$ cat config.mk
export PLATFORM = sky130hd
export DESIGN_NAME = guess_round_sequencer_flat
export DESIGN_NICKNAME = d
export VERILOG_FILES = /design/src/rtl/guess_round_sequencer_pkg.sv /design/src/rtl/guess_round_sequencer_if.sv /design/src/rtl/guess_round_sequencer_bcd_tries_counter.sv /design/src/rtl/guess_round_sequencer.sv /design/src/flat_wrapper.sv
export SDC_FILE = /design/constraint.sdc
export NUM_CORES = 1
export LEC_CHECK = 0
export ABC_AREA = 1
export CAP_MARGIN = 20
export CORE_UTILIZATION = 25
export CTS_BUF_LIST = sky130_fd_sc_hd__clkbuf_2
export DETAILED_ROUTE_END_ITERATION = 8
export PLACE_DENSITY = 0.45
export SLEW_MARGIN = 20
export SYNTH_ARGS = -nofsm -noshare
export SYNTH_HDL_FRONTEND = slang
export SYNTH_HIERARCHICAL = 1
export SYNTH_SLANG_ARGS = --single-unit
$ cat constraint.sdc
create_clock -name clk -period 5.2 [get_ports clk]
set_clock_uncertainty 0.1 [all_clocks]
set_input_delay 0.52 -clock clk [delete_from_list [all_inputs] [get_ports clk]]
set_output_delay 0.52 -clock clk [all_outputs]
set_load 0.005 [all_outputs]
$ cat src/rtl/guess_round_sequencer_pkg.sv
// Shared game package for the code-breaking round controller.
// Holds the game state encoding, code geometry (NPEGS, PEG_W, CODE_W),
// the BCD digit type and a helper that turns two BCD digits into binary.
package guess_round_sequencer_pkg;

  localparam int NPEGS  = 4;
  localparam int PEG_W  = 2;
  localparam int CODE_W = NPEGS * PEG_W;

  typedef logic [3:0] bcd_digit_t;

  typedef enum logic [2:0] {
    ST_IDLE  = 3'd0,
    ST_ENTRY = 3'd1,
    ST_CHECK = 3'd2,
    ST_SCORE = 3'd3,
    ST_WIN   = 3'd4,
    ST_LOSE  = 3'd5
  } game_state_t;

  // Two BCD digits (00..99) to a 7-bit binary value.
  function automatic logic [6:0] bcd_to_bin(input bcd_digit_t tens, input bcd_digit_t ones);
    return ({3'd0, tens} * 7'd10) + {3'd0, ones};
  endfunction

endpackage

$ cat src/rtl/guess_round_sequencer_if.sv
// Board-side bus of the round controller.
// i_* : start pulse, submit switch level, LFSR value, checker counts.
// o_* : latched secret, entry/check enables, score pulse, latched counts,
//       BCD tries digits, win/lose flags.
// master = board/datapath side, slave = the sequencer.
interface guess_round_sequencer_if;
  import guess_round_sequencer_pkg::*;

  logic              i_start;
  logic              i_submit;
  logic [CODE_W-1:0] i_lfsr_val;
  logic [2:0]        i_count_correct;
  logic [2:0]        i_count_wrong;

  logic [CODE_W-1:0] o_sol_q;
  logic              o_entry_en;
  logic              o_check_en;
  logic              o_score_valid;
  logic [2:0]        o_correct_q;
  logic [2:0]        o_wrong_q;
  bcd_digit_t        o_tries_ones;
  bcd_digit_t        o_tries_tens;
  logic              o_win;
  logic              o_lose;

  modport master (
    output i_start, i_submit, i_lfsr_val, i_count_correct, i_count_wrong,
    input  o_sol_q, o_entry_en, o_check_en, o_score_valid, o_correct_q,
           o_wrong_q, o_tries_ones, o_tries_tens, o_win, o_lose
  );

  modport slave (
    input  i_start, i_submit, i_lfsr_val, i_count_correct, i_count_wrong,
    output o_sol_q, o_entry_en, o_check_en, o_score_valid, o_correct_q,
           o_wrong_q, o_tries_ones, o_tries_tens, o_win, o_lose
  );

endinterface

$ cat src/rtl/guess_round_sequencer_bcd_tries_counter.sv
// Two-digit BCD tries counter.
// Ports: clk, rst_n (async active-low), i_clr (sync clear, wins over inc),
//        i_inc (count one try), o_ones / o_tens (BCD digits, saturate at 99).
module guess_round_sequencer_bcd_tries_counter
  import guess_round_sequencer_pkg::*;
(
  input  logic       clk,
  input  logic       rst_n,
  input  logic       i_clr,
  input  logic       i_inc,
  output bcd_digit_t o_ones,
  output bcd_digit_t o_tens
);

  bcd_digit_t r_ones;
  bcd_digit_t r_tens;

  // Digit registers: clear, BCD increment with carry, hold at 99.
  always_ff @(posedge clk or negedge rst_n) begin
    if (!rst_n) begin
      r_ones <= 4'd0;
      r_tens <= 4'd0;
    end else if (i_clr) begin
      r_ones <= 4'd0;
      r_tens <= 4'd0;
    end else if (i_inc) begin
      if (r_ones == 4'd9 && r_tens == 4'd9) begin
        r_ones <= r_ones;
        r_tens <= r_tens;
      end else if (r_ones == 4'd9) begin
        r_ones <= 4'd0;
        r_tens <= r_tens + 4'd1;
      end else begin
        r_ones <= r_ones + 4'd1;
        r_tens <= r_tens;
      end
    end else begin
      r_ones <= r_ones;
      r_tens <= r_tens;
    end
  end

  assign o_ones = r_ones;
  assign o_tens = r_tens;

endmodule

$ cat src/rtl/guess_round_sequencer.sv
// Round controller of the code-breaking game.
// Owns the game FSM, latches the secret code from the LFSR, gates guess entry
// and the checkers, latches the checker results, counts tries in BCD and
// decides win/lose.
// Ports: clk, rst_n (async active-low), bus (slave side of
//        guess_round_sequencer_if). All bus outputs are registered.
module guess_round_sequencer
  import guess_round_sequencer_pkg::*;
#(
  parameter int MAX_TRIES = 10,
  parameter int CHECK_LAT = 2
) (
  input logic                   clk,
  input logic                   rst_n,
  guess_round_sequencer_if.slave bus
);

  localparam int LAT_W = (CHECK_LAT > 1) ? $clog2(CHECK_LAT) : 1;

  game_state_t       r_state;
  game_state_t       w_state_nxt;
  logic              r_submit_d;
  logic [LAT_W-1:0]  r_lat_cnt;
  logic [CODE_W-1:0] r_sol_q;
  logic [2:0]        r_correct_q;
  logic [2:0]        r_wrong_q;
  logic              r_score_valid;
  logic              r_entry_en;
  logic              r_check_en;
  logic              r_win;
  logic              r_lose;
  logic              w_sub_edge;
  logic              w_tries_inc;
  bcd_digit_t        w_ones;
  bcd_digit_t        w_tens;
  logic [6:0]        w_tries_bin;

  assign w_sub_edge  = bus.i_submit & ~r_submit_d;
  assign w_tries_inc = ~bus.i_start & (r_state == ST_SCORE);
  assign w_tries_bin = bcd_to_bin(w_tens, w_ones);

  guess_round_sequencer_bcd_tries_counter u_tries (
    .clk    (clk),
    .rst_n  (rst_n),
    .i_clr  (bus.i_start),
    .i_inc  (w_tries_inc),
    .o_ones (w_ones),
    .o_tens (w_tens)
  );

  // Next-state decision; start overrides everything, including an open CHECK.
  always_comb begin
    w_state_nxt = r_state;
    if (bus.i_start) begin
      w_state_nxt = ST_ENTRY;
    end else begin
      case (r_state)
        ST_IDLE:  w_state_nxt = ST_IDLE;
        ST_ENTRY: begin
          if (w_sub_edge) begin
            w_state_nxt = ST_CHECK;
          end else begin
            w_state_nxt = ST_ENTRY;
          end
        end
        ST_CHECK: begin
          if (r_lat_cnt == '0) begin
            w_state_nxt = ST_SCORE;
          end else begin
            w_state_nxt = ST_CHECK;
          end
        end
        // Lose test uses the try being counted now (post-increment value).
        ST_SCORE: begin
          if (bus.i_count_correct >= 3'(NPEGS)) begin
            w_state_nxt = ST_WIN;
          end else if (w_tries_bin + 7'd1 == 7'(MAX_TRIES)) begin
            w_state_nxt = ST_LOSE;
          end else begin
            w_state_nxt = ST_ENTRY;
          end
        end
        ST_WIN:   w_state_nxt = ST_WIN;
        ST_LOSE:  w_state_nxt = ST_LOSE;
        default:  w_state_nxt = ST_IDLE;
      endcase
    end
  end

  // FSM state, edge register, latency counter, result latches and output flags.
  always_ff @(posedge clk or negedge rst_n) begin
    if (!rst_n) begin
      r_state       <= ST_IDLE;
      r_submit_d    <= 1'b1;  // a switch already high at reset release is not a submit
      r_lat_cnt     <= '0;
      r_sol_q       <= '0;
      r_correct_q   <= 3'd0;
      r_wrong_q     <= 3'd0;
      r_score_valid <= 1'b0;
      r_entry_en    <= 1'b0;
      r_check_en    <= 1'b0;
      r_win         <= 1'b0;
      r_lose        <= 1'b0;
    end else begin
      r_state    <= w_state_nxt;
      r_submit_d <= bus.i_submit;

      // CHECK lasts CHECK_LAT cycles: load CHECK_LAT-1 on entry, leave at 0.
      if (w_state_nxt == ST_CHECK && r_state != ST_CHECK) begin
        r_lat_cnt <= LAT_W'(CHECK_LAT - 1);
      end else if (r_state == ST_CHECK && r_lat_cnt != '0) begin
        r_lat_cnt <= r_lat_cnt - LAT_W'(1);
      end else begin
        r_lat_cnt <= r_lat_cnt;
      end

      if (bus.i_start) begin
        r_sol_q     <= bus.i_lfsr_val;
        r_correct_q <= 3'd0;
        r_wrong_q   <= 3'd0;
      end else if (r_state == ST_SCORE) begin
        r_sol_q     <= r_sol_q;
        r_correct_q <= bus.i_count_correct;
        r_wrong_q   <= bus.i_count_wrong;
      end else begin
        r_sol_q     <= r_sol_q;
        r_correct_q <= r_correct_q;
        r_wrong_q   <= r_wrong_q;
      end

      // Flags follow the state being entered so they line up with r_state.
      r_score_valid <= w_tries_inc;
      r_entry_en    <= (w_state_nxt == ST_ENTRY);
      r_check_en    <= (w_state_nxt == ST_CHECK) || (w_state_nxt == ST_SCORE);
      r_win         <= (w_state_nxt == ST_WIN);
      r_lose        <= (w_state_nxt == ST_LOSE);
    end
  end

  assign bus.o_sol_q       = r_sol_q;
  assign bus.o_entry_en    = r_entry_en;
  assign bus.o_check_en    = r_check_en;
  assign bus.o_score_valid = r_score_valid;
  assign bus.o_correct_q   = r_correct_q;
  assign bus.o_wrong_q     = r_wrong_q;
  assign bus.o_tries_ones  = w_ones;
  assign bus.o_tries_tens  = w_tens;
  assign bus.o_win         = r_win;
  assign bus.o_lose        = r_lose;

endmodule

$ cat src/flat_wrapper.sv
// flat-port wrapper written by rule: the top's interface ports become plain ports
module guess_round_sequencer_flat import guess_round_sequencer_pkg::*;
#(
  parameter int MAX_TRIES = 10,
  parameter int CHECK_LAT = 2
)
  (clk, rst_n, bus_i_start, bus_i_submit, bus_i_lfsr_val, bus_i_count_correct, bus_i_count_wrong, bus_o_sol_q, bus_o_entry_en, bus_o_check_en, bus_o_score_valid, bus_o_correct_q, bus_o_wrong_q, bus_o_tries_ones, bus_o_tries_tens, bus_o_win, bus_o_lose);
  guess_round_sequencer_if bus_i ();
  input logic clk;
  input logic rst_n;
  input wire logic [$bits(bus_i.i_start)-1:0] bus_i_start;
  input wire logic [$bits(bus_i.i_submit)-1:0] bus_i_submit;
  input wire logic [$bits(bus_i.i_lfsr_val)-1:0] bus_i_lfsr_val;
  input wire logic [$bits(bus_i.i_count_correct)-1:0] bus_i_count_correct;
  input wire logic [$bits(bus_i.i_count_wrong)-1:0] bus_i_count_wrong;
  output wire logic [$bits(bus_i.o_sol_q)-1:0] bus_o_sol_q;
  output wire logic [$bits(bus_i.o_entry_en)-1:0] bus_o_entry_en;
  output wire logic [$bits(bus_i.o_check_en)-1:0] bus_o_check_en;
  output wire logic [$bits(bus_i.o_score_valid)-1:0] bus_o_score_valid;
  output wire logic [$bits(bus_i.o_correct_q)-1:0] bus_o_correct_q;
  output wire logic [$bits(bus_i.o_wrong_q)-1:0] bus_o_wrong_q;
  output wire logic [$bits(bus_i.o_tries_ones)-1:0] bus_o_tries_ones;
  output wire logic [$bits(bus_i.o_tries_tens)-1:0] bus_o_tries_tens;
  output wire logic [$bits(bus_i.o_win)-1:0] bus_o_win;
  output wire logic [$bits(bus_i.o_lose)-1:0] bus_o_lose;
  assign bus_i.i_start = bus_i_start;
  assign bus_i.i_submit = bus_i_submit;
  assign bus_i.i_lfsr_val = bus_i_lfsr_val;
  assign bus_i.i_count_correct = bus_i_count_correct;
  assign bus_i.i_count_wrong = bus_i_count_wrong;
  assign bus_o_sol_q = bus_i.o_sol_q;
  assign bus_o_entry_en = bus_i.o_entry_en;
  assign bus_o_check_en = bus_i.o_check_en;
  assign bus_o_score_valid = bus_i.o_score_valid;
  assign bus_o_correct_q = bus_i.o_correct_q;
  assign bus_o_wrong_q = bus_i.o_wrong_q;
  assign bus_o_tries_ones = bus_i.o_tries_ones;
  assign bus_o_tries_tens = bus_i.o_tries_tens;
  assign bus_o_win = bus_i.o_win;
  assign bus_o_lose = bus_i.o_lose;
  guess_round_sequencer #(.MAX_TRIES(MAX_TRIES), .CHECK_LAT(CHECK_LAT)) u_core (.clk(clk), .rst_n(rst_n), .bus(bus_i));
endmodule
==> flow_metrics.py <==
metrics = {
    "outcome": {
        "run_status": "completed",
    },
    "sta": {
        "tightest_slew_ns": 0.670,
        "grt_setup_unrepaired": "no",
        "finalSetupTns_ns": 0,
        "slew_headroom": 0.552,
        "fin_ws_ns": 2.76,
        "achievable-frequency_mhz": 410,
        "finalSetupViolations": 0,
        "finalWorstPathRequiredPeriod_ns": 2.44,
        "period_share": 0.470,
        "report.final.slew_viol_count": 0,
        "final_hold_violation_count": 0,
    },
    "critical_path": {
        "cp_launch_point": "bus_i_start",
        "crit-reg2reg-capture": "u_core/bus.o_lose",
        "critical_path.endpoint": "u_core/bus.o_entry_en",
        "path_class": "primary input to flip-flop",
        "critical_path_peak_fanout": 19,
        "path_common_cell": "sky130_fd_sc_hd__nand2_1",
        "critPathArrivalTime_ns": 2.63,
        "r2r-start": "u_core/u_tries/o_tens[1]",
        "reg2reg_setup_slack_ns": 2.86,
        "critical_path.startpoint_type": "primary input",
        "cpPeakStageDelay_ns": 0.90,
        "end_kind": "flip-flop",
        "reg2reg_depth": 13,
        "crit_chain": "clkdlybuf4s50_1 > clkinv_1 > nand2_1 > nand2_1 > a21oi_1",
        "worst_path_max_delay_cell": "sky130_fd_sc_hd__clkdlybuf4s50_1",
        "cp.required_ns": 5.39,
    },
    "pwr": {
        "net-switching-power_mw": 0.153,
        "totalPowerFinal_mw": 0.560,
        "share_comb_of_total_power": 0.192,
        "peakVddDrop_uv": 110,
        "static-leakage-power_nw": 1.20,
        "power-per-cell-area_nw_per_um2": 241,
        "power_frac_clock": 0.299,
        "cell_internal_power_mw": 0.407,
        "switching_power_share_of_the_total": 0.273,
        "p_seq_frac": 0.508,
    },
    "run": {
        "drv_cap": 0,
    },
    "synth": {
        "synthesis.instances": 223,
        "syn_avg_cell_area_um2": 7.74,
        "synthesis.yosys.warnings": 6,
        "part_of_the_yosys_area_used_for_sequential_elements": 0.465,
        "syn-cell-area_um2": 1730,
        "ys_ff_latch": 32,
        "synth_fp_nets": 253,
        "synthDistinctLibCells": 25,
    },
    "worst_hold_path": {
        "hp-class": "flip-flop to flip-flop",
    },
    "cells_and_area": {
        "nFillCells": 693,
        "final_nets": 303,
        "multi_input_area_um2": 796,
        "seq_area_um2": 802,
        "final_common_cell": "sky130_fd_sc_hd__nand2_1",
        "mostFrequentLayoutCells": "sky130_fd_sc_hd__nand2_1 (85), sky130_fd_sc_hd__clkdlybuf4s50_1 (44), sky130_fd_sc_hd__dfrtp_1 (31), sky130_fd_sc_hd__inv_1 (29), sky130_fd_sc_hd__nor2_1 (22)",
        "n_antenna_cell": 0,
        "finalInstanceArea_um2": 2330,
        "areaGrowthSynthToFinish_pct": 34.9,
        "final_layout_size_suffix_gt1_frac": 0.0876,
        "post-route-util": 0.358,
    },
    "routing": {
        "totalWireLength_mm": 3.91,
        "avgRoutedWirePerCell_um": 11.1,
        "detail_route.first_pass.iterations": 6,
        "drc": 0,
        "vias": 1458,
        "dr.first_iter.drc_count": 49,
        "final_antenna_net_count": 0,
        "route.detailed.vias_per_inst": 4.15,
    },
    "clocking": {
        "cts_setup_buffers": 0,
        "cts_inserted_buffers": 5,
        "path_clk_slew_ns": 0.17,
        "cts-root-to-sink-buffers": 2,
        "clk_root_buffer_cell": "sky130_fd_sc_hd__clkbuf_2",
        "cts_num_sinks": 32,
        "worst_skew_pair.late_latency_ns": 0.35,
        "cts_htree_levels": 2,
        "cts_repair_resize_count": 0,
        "tritoncts": "yes",
        "cts-hold-fix-buffers": 0,
    },
    "placed_design": {
        "io_buffers": 44,
        "place_worst_setup_slack_ns": 2.32,
        "place.detailed.hpwl_mm": 2.84,
        "placed_cell_area_um2": 2260,
        "globalplace.congestion": 0.724,
    },
    "die": {
        "number_of_cell_rows": 29,
        "floorplan.initialDensity": 0.266,
        "io_pins": 45,
        "coreArea_um2": 6490,
        "chipWidth_um": 85.1,
        "die-area_um2": 7240,
        "dieHeight_um": 85.1,
    },
    "grt": {
        "grt_util_all_layers": 0.116,
        "grt_antenna_before_repair": 0,
        "globalRoute.totalOverflow": 0,
        "largest_net_degree_at_the_start_of_global_routing": 33,
        "first_pass_grt_wire_length_mm": 6.47,
        "grt_pass1_vias": 1358,
    },
}
==> synthesized netlist by cell type <==
cell type	number	area, µm²
sky130_fd_sc_hd__nand2_1	85	319
sky130_fd_sc_hd__dfrtp_1	31	776
sky130_fd_sc_hd__inv_1	29	109
sky130_fd_sc_hd__nor2_1	22	82.6
sky130_fd_sc_hd__ha_1	11	138
sky130_fd_sc_hd__nand3_1	10	50.1
sky130_fd_sc_hd__o21ai_0	6	30.0
sky130_fd_sc_hd__nand2_2	5	31.3
sky130_fd_sc_hd__a21oi_1	2	10.0
sky130_fd_sc_hd__clkbuf_1	2	7.51
sky130_fd_sc_hd__inv_2	2	7.51
sky130_fd_sc_hd__nand3_2	2	20.0
sky130_fd_sc_hd__nand4_1	2	12.5
sky130_fd_sc_hd__nor2_2	2	12.5
sky130_fd_sc_hd__nor2_4	2	22.5
sky130_fd_sc_hd__a31oi_1	1	6.26
sky130_fd_sc_hd__clkinv_1	1	3.75
sky130_fd_sc_hd__dfstp_2	1	26.3
sky130_fd_sc_hd__fa_1	1	20.0
sky130_fd_sc_hd__nand3b_1	1	7.51
sky130_fd_sc_hd__o211ai_1	1	7.51
sky130_fd_sc_hd__o21ai_1	1	5.00
sky130_fd_sc_hd__o21bai_1	1	7.51
sky130_fd_sc_hd__o31ai_1	1	7.51
sky130_fd_sc_hd__or2_2	1	6.26
==> worst max-delay path: cells and delay by family <==
kind | cells | cell delay (ns)
buffers and inverters | 2 | 1.58
AND/OR/NAND/NOR | 2 | 0.42
AO/OA/AOI/OAI | 1 | 0.12
==> kinds of logic (layout without fill, tap and decap cells) <==
logic type                 count (synthesis)  in the layout  share of synthesized area
AOI/OAI and AO/OA                         13             13                     0.0428
adders and majority gates                 12             12                     0.0914
buffers and inverters                     34             85                     0.0740
DFF                                       32             32                      0.465
and+or+nand+nor                          132            132                      0.327
==> state kept, by name, indices dropped and copies added, names as in the netlist <==
signal,cells
u_core/bus.o_check_en,1
u_core/bus.o_correct_q,3
u_core/bus.o_entry_en,1
u_core/bus.o_lose,1
u_core/bus.o_score_valid,1
u_core/bus.o_sol_q,8
u_core/bus.o_win,1
u_core/bus.o_wrong_q,3
u_core/r_lat_cnt,1
u_core/r_state,3
u_core/r_submit_d,1
u_core/u_tries/o_ones,4
u_core/u_tries/o_tens,4
==> power groups by stage <==
stage               Sequential (mW)  Clock, mW  Combinational, mW
floorplan                     0.287          0             0.0512
global placement              0.290          0              0.109
detailed placement            0.290          0              0.109
CTS                           0.285      0.177              0.110
global route                  0.288      0.186              0.123
finish                        0.284      0.168              0.108
==> per-stage QoR <==
stage	hold WS [ns]	std cells
finish	0.396	351
floorplan	0.124	223
CTS	0.401	351
global route	0.425	351
global placement	0.354	343
detailed placement	0.362	343
==> per-layer routing <==
metal | track usage | part of all wire
met1 | 0.154 | 0.51
met2 | 0.180 | 0.44
met3 | 0.0272 | 0.027
met4 | 0.0508 | 0.019
met5 | 0 | 0
==> worst min path at each step <==
stage                                startpoint                    end  slack [ns]  cells after the start
after global placement    u_core/bus.o_sol_q[5]  u_core/bus.o_sol_q[5]        0.35                      2
after global routing                      rst_n  u_core/bus.o_sol_q[3]        0.43                      2
after floorplan                           rst_n  u_core/bus.o_check_en        0.12                      0
after CTS                 u_core/bus.o_sol_q[6]  u_core/bus.o_sol_q[6]        0.40                      2
final                     u_core/bus.o_sol_q[5]  u_core/bus.o_sol_q[5]        0.40                      2
after detailed placement  u_core/bus.o_sol_q[6]  u_core/bus.o_sol_q[6]        0.36                      2
==> final cells by class <==
cell class,count,share of cell area
Sequential cell,32,0.345
Multi-Input combinational cell,157,0.342
Timing Repair Buffer,45,0.192
Inverter,32,0.0516
Tap cell,77,0.0414
Clock inverter,2,0.0151
Clock buffer,6,0.0129
No activity file was read; power rests on OpenSTA's default activity.
==> patch 1: new RTL, config.mk and constraints unchanged <==
Set the package constant `NPEGS` to 6 (it was 4).
--- a/src/rtl/guess_round_sequencer_pkg.sv
+++ b/src/rtl/guess_round_sequencer_pkg.sv
@@ -3,7 +3,7 @@
 // the BCD digit type and a helper that turns two BCD digits into binary.
 package guess_round_sequencer_pkg;
 
-  localparam int NPEGS  = 4;
+  localparam int NPEGS  = 6;
   localparam int PEG_W  = 2;
   localparam int CODE_W = NPEGS * PEG_W;
 
Ports: changed (resized bus_i_lfsr_val and bus_o_sol_q); port bits go from 45 to 53. No check against the original RTL was run, so the function may have changed too.
==> patch 1 against the original RTL <==
- synthesized cell count grew 9.0%
- highest routed layer unchanged
- routed wire length grew 14%
- area after synthesis rose by 13%
- worst hold slack worse by 0.26 ns
- non-clock buffer count increased by 7
- worst setup slack got worse by 0.056 ns
- global-route usage increased by 0.35 points
- design area grew 11%
- register-to-register slack lost 0.16 ns
- final cell count up 13%
- total power up 0.66%
- critical endpoint is now u_core/r_lat_cnt
- sequential cell count is 4 higher
- sequential power grew 13%
==> patch 1: results (changes against the original RTL) <==
- Run status: completed
- Sequential cell area fraction in the yosys report: 46.40% (-0.087 points)
- Layout cell share with drive strength beyond 1: 11.04% (+2.3 points)
- Worst path max stage delay: 0.51 ns (-0.39 ns)
- Worst vdd ir: 0.0001076 V (-2.6%)
- Worst Tran Pin Value: 0.8146 ns (+0.1450 ns)
- Seq pwr: 321 µW (+13%)
- H-tree levels: 2 (unchanged)
- Most frequent cells after synthesis: nand2_1 (96), dfrtp_1 (35), inv_1 (23)
- Slowest CP cell: dfrtp_1
- Initial antenna violation count: 0 (unchanged)
- Worst hold path type: input port to async pin
- Number of cells on the worst reg-to-reg path: 14 (+1)
- Post-DP HPWL: 3.295 mm (+16%)
- Port buffer count: 52 (+18%)
- Final setup fails: 0 (unchanged)
- Post-CTS setup buffer count: 0 (unchanged)
- Clock-net power: 121 µW (-28%)
- Synth cell types: 29 (+16%)
- Clk_lat worst skew: approximately 0.36 ns
- Cts bufs inserted: 5 (unchanged)
- Ys async rst share: 100.0% (unchanged)
- Static leakage: 1.288 nW (+7.7%)
- Max FFs per register: 12 (+4)
- Detailed Routing Iterations Pass 1: 4 (-2)
- Pin count of the biggest net entering global routing: 37 (+12%)
- Global-route wire length before repair: 7.797 mm (+21%)
- Nets: 334 (+10%)
- Worst path top cell family by delay: adder cells
- Terminus of the critical flop-to-flop path: u_core/r_lat_cnt
- Pwr dens: 217.4 nW/µm² (-9.6%)
- Tot GR Track Use: 11.92% (+0.35 points)
- Kind of critical path: flop to flop
- Root Buffer Master: clkbuf_2
- Int Pwr: 396.8 µW (-2.4%)
- Synthesis Warnings: 6 (unchanged)
- CTS-repair resized insts: 0 (unchanged)
- Ranking of synthesized cells by area: dfrtp_1 (45%), nand2_1 (19%), ha_1 (7.7%), inv_1 (4.4%), nor2_1 (4.2%)
- CTS Buffer Depth: 2 (unchanged)
- Register-to-register setup slack: 2.70 ns (-0.16 ns)
- Crit-path max FO: 7 (-12)
- Top_reg_cell synth: dfrtp_1
- GPL Wtd Cong: 0.7472 (+3.1%)
- Fillers: 806 (+16%)
- Post-synth net total: 278 (+9.9%)
- Worst EP arrival: 2.65 ns (+0.02 ns)
- Drt initial violations: 49 (unchanged)
- Worst Setup SP: u_core/u_tries/o_tens[1]
- Final wirelength: 4.471 mm (+14%)
- DR vias: 1,636 (+12%)
[patch 1: cell types whose count changed in the layout (fill, tap and decap cells not counted), moves of 2 or more]
cell | unedited run | this run
clkdlybuf4s50_1 | 44 | 51
dfrtp_1 | 31 | 35
inv_1 | 29 | 23
inv_2 | 2 | 7
nand2_1 | 85 | 96
nor3_2 | 0 | 2
o21ai_1 | 1 | 3
[patch 1: worst min-delay path by stage]
| stage | startpoint | endpoint | slack [ns] |
|---|---|---|---|
| final | rst_n | u_core/bus.o_score_valid | 0.14 |
| after global routing | rst_n | u_core/bus.o_sol_q[4] | 0.15 |
| after CTS | rst_n | u_core/bus.o_sol_q[4] | 0.13 |
| after detailed placement | u_core/bus.o_sol_q[3] | u_core/bus.o_sol_q[3] | 0.36 |
| after global placement | u_core/bus.o_sol_q[2] | u_core/bus.o_sol_q[2] | 0.36 |
| after floorplan | rst_n | u_core/bus.o_check_en | 0.12 |
[patch 1: cell type report]
| cell class | count | area share [%] |
|---|---|---|
| clock buffers | 6 | 1.159 |
| repair buffers | 52 | 19.89 |
| clock inverters | 1 | 0.1931 |
| well taps | 99 | 4.780 |
| multi-input cells | 173 | 34.62 |
| flip-flops and latches | 36 | 34.81 |
| inverters | 31 | 4.539 |
[patch 1: kinds of logic after synthesis]
| kind of cell | after synthesis | synth area share, % |
|---|---|---|
| AO/OA/AOI/OAI | 13 | 4.118 |
| adder cells (fa/ha/maj) | 13 | 8.751 |
| flip-flops | 36 | 46.40 |
| AND/OR/NAND/NOR | 147 | 33.27 |
| buffers and inverters | 34 | 7.464 |
[patch 1: through the flow]
stage | setup WS (ns) | utilization (%) | hold WS, ns | instances | cell area [µm²]
CTS | 2.667 | 35.16 | 0.1293 | 398 | 2591
finish | 2.702 | 35.16 | 0.1361 | 398 | 2591
floorplan | 2.924 | - | 0.1244 | 243 | 1944
global placement | 2.595 | 34.69 | 0.3566 | 391 | 2556
detailed placement | 2.516 | 34.69 | 0.3623 | 391 | 2556
global route | 2.493 | 35.16 | 0.1523 | 398 | 2591
[patch 1: layer usage]
metal / track usage [%] / share of wire (%) / up-vias
met5: 0 / 0 / -
met4: 4.032 / 0.98 / 0
met3: 2.707 / 3.2 / 5
met2: 18.83 / 45 / 28
met1: 16.04 / 51 / 744
li1: - / - / 859
[patch 1: worst register-to-register path, cell delays in order (launching register included)]
cell and delay (ns):
dfrtp_1 0.51, ha_1 0.34, ha_1 0.19, inv_1 0.06, fa_1 0.42, nor2_1 0.11, nand2_1 0.06, o21ai_0 0.07
nand3_1 0.11, nand2_1 0.07, nand2_1 0.05, nand2_1 0.09, nand2_2 0.09, nand3_1 0.08, o21ai_1 0.06
==> patch 2: new RTL, config.mk and constraints unchanged <==
Made on the original files. Encoding of `game_state_t`: now one-hot (6 bits for 6 states).
--- a/src/rtl/guess_round_sequencer_pkg.sv
+++ b/src/rtl/guess_round_sequencer_pkg.sv
@@ -9,13 +9,13 @@
 
   typedef logic [3:0] bcd_digit_t;
 
-  typedef enum logic [2:0] {
-    ST_IDLE  = 3'd0,
-    ST_ENTRY = 3'd1,
-    ST_CHECK = 3'd2,
-    ST_SCORE = 3'd3,
-    ST_WIN   = 3'd4,
-    ST_LOSE  = 3'd5
+  typedef enum logic [5:0] {
+    ST_IDLE  = 6'b000001,
+    ST_ENTRY = 6'b000010,
+    ST_CHECK = 6'b000100,
+    ST_SCORE = 6'b001000,
+    ST_WIN   = 6'b010000,
+    ST_LOSE  = 6'b100000
   } game_state_t;
 
   // Two BCD digits (00..99) to a 7-bit binary value.
Behaviour: no difference found for any inputs over 10 cycles, from zero or initial values and one cycle with rst_n low; not proved beyond that.
==> patch 2 against the original RTL <==
- clock power down 29%
- core utilization down 1.8 points
- fmax up 4.0%
- routed wire length up 12%
- area after synthesis up 9.6%
- design area up 6.5%
- sequential cell count up 3
- total power down 7.6%
- worst setup slack better by 0.093 ns
==> patch 2: results (changes against the original RTL) <==
- Run status: completed
- Max FFs per register: 8 (unchanged)
- Ranking of synthesized cells by area: dfrtp_1 (44%), nand2_1 (17%), ha_1 (7.3%), inv_1 (5.8%), nor2_1 (4.4%)
- Top_reg_cell synth: dfrtp_1
- Placed cells: 378 (+10%)
- Clk_lat worst skew: 0.37 ns (+0.02 ns)
- Initial antenna violation count: 0 (unchanged)
- Xor and xnor area share after synthesis: 0% (unchanged)
- Worst path top cell family by delay: adder cells
- Global-route wire length before repair: 7.417 mm (+15%)
- Final wirelength: 4.358 mm (+12%)
- Synth cell types: 30 (+20%)
- Crit-path max FO: 7 (-12)
- Headroom to the max-slew limit: 48.23% (-7.0 points)
- Static leakage: 1.217 nW (+1.8%)
- Number of global-route vias before repair: 1,612 (+19%)
- Post-Synth Adder-Cell Area: 8.339% (-0.80 points)
- Vias per inst: 4.142 (-0.27%)
- Layout cell share with drive strength beyond 1: 8.711% (-0.048 points)
- CTS Buffer Depth: 2 (unchanged)
- Cts bufs inserted: 5 (unchanged)
- Sequential cell area fraction in the yosys report: 46.46% (about the same)
- Worst EP arrival: 2.54 ns (-0.09 ns)
- Drt initial violations: 60 (+22%)
- Root Buffer Master: clkbuf_2
- Slowest CP cell: fa_1
- Setup slack at placement: 2.470 ns (+0.1488 ns)
- Worst vdd ir: 0.00007302 V (-34%)
- Nets: 316 (+4.3%)
- Post-CTS setup buffer count: 0 (unchanged)
- Port buffer count: 44 (unchanged)
- H-tree levels: 2 (unchanged)
- Post-DP HPWL: 3.230 mm (+14%)
- Most frequent cells after synthesis: nand2_1 (85), dfrtp_1 (33), inv_1 (29)
- Post-synth net total: 267 (+5.5%)
- Mux contribution to synthesized area: 0% (unchanged)
- Number of cells on the worst reg-to-reg path: 8 (-5)
- Ys async rst share: 100.0% (unchanged)
- # diodes: 0 (unchanged)
- Fillers: 828 (+19%)
- Worst hold path type: input port to async pin
- Final non-filler cell total: 386 (+10%)
- Worst path max stage delay: 0.51 ns (-0.39 ns)
- Synthesis Warnings: 6 (unchanged)
- Detailed Routing Iterations Pass 1: 4 (-2)
- CTS-repair resized insts: 0 (unchanged)
- GPL Wtd Cong: 0.7218 (-0.36%)
- Syn Area/Cell: 7.977 µm² (+3.1%)
- Tot GR Track Use: 12.29% (+0.71 points)
- Pin count of the biggest net entering global routing: 36 (+9.1%)
- Compound-Gate Fraction of Synth Area: 5.559% (+1.3 points)
- Clock transition at path regs: roughly 0.18 ns
patch 2: layout make-up:
type,instances,area (µm²),area share (%)
Sequential cell,35,878.3,35.44
Inverter,32,120.1,4.846
Clock inverter,2,7.507,0.3029
Clock buffer,6,30.03,1.212
Timing Repair Buffer,45,442.9,17.87
Tap cell,99,123.9,4.997
Multi-Input combinational cell,167,875.8,35.34
patch 2: worst register-to-register path, delay by kind of cell, from the launching register on:
family          cells  cell delay, ns
fa+ha+maj           3            0.98
buf+inv             1            0.05
simple gates        2            0.21
compound gates      2            0.45
flops               1            0.49
patch 2: logic make-up (layout without fill, tap and decap cells):
family / after synthesis / count (layout)
AO/OA/AOI/OAI: 18 / 18
flip-flops: 35 / 35
buffers and inverters: 35 / 85
AND/OR/NAND/NOR: 137 / 137
adder cells (fa/ha/maj): 12 / 12
patch 2: worst paths after layout:
check	slack, ns	startpoint	to
max reg2reg	2.85	u_core/u_tries/o_tens[1]	u_core/bus.o_lose
min	0.09	rst_n	u_core/r_state[3]
min reg2reg	0.39	u_core/bus.o_sol_q[6]	u_core/bus.o_sol_q[6]
max	2.85	u_core/u_tries/o_tens[1]	u_core/bus.o_lose
min in group clk	0.39	u_core/bus.o_sol_q[6]	u_core/bus.o_sol_q[6]
max in group asynchronous	4.41	rst_n	u_core/r_state[4]
patch 2: routing by layer:
layer  share of wire (%)  routed length [µm]  track usage, %  vias up
met1                  48                2106           16.11      734
met3                 3.4                 147           3.139        5
met2                  47                2059           20.21       26
met4                 1.0                  45           3.463        0
li1                    -                   -               -      834
met5                   0                   0               0        -
patch 2: where the power goes:
part | internal [mW] | leakage (nW) | switching, mW
combinational | 0.0479 | 0.736 | 0.0446
sequential | 0.288 | 0.453 | 0.0161
clock | 0.0324 | 0.0281 | 0.0880
patch 2: per-stage QoR:
| stage | area [µm²] | total power [mW] |
|---|---|---|
| CTS | 2479 | 0.5288 |
| global placement | 2441 | 0.4041 |
| detailed placement | 2441 | 0.4048 |
| finish | 2479 | 0.5174 |
| global route | 2479 | 0.5575 |
| floorplan | 1891 | 0.3511 |
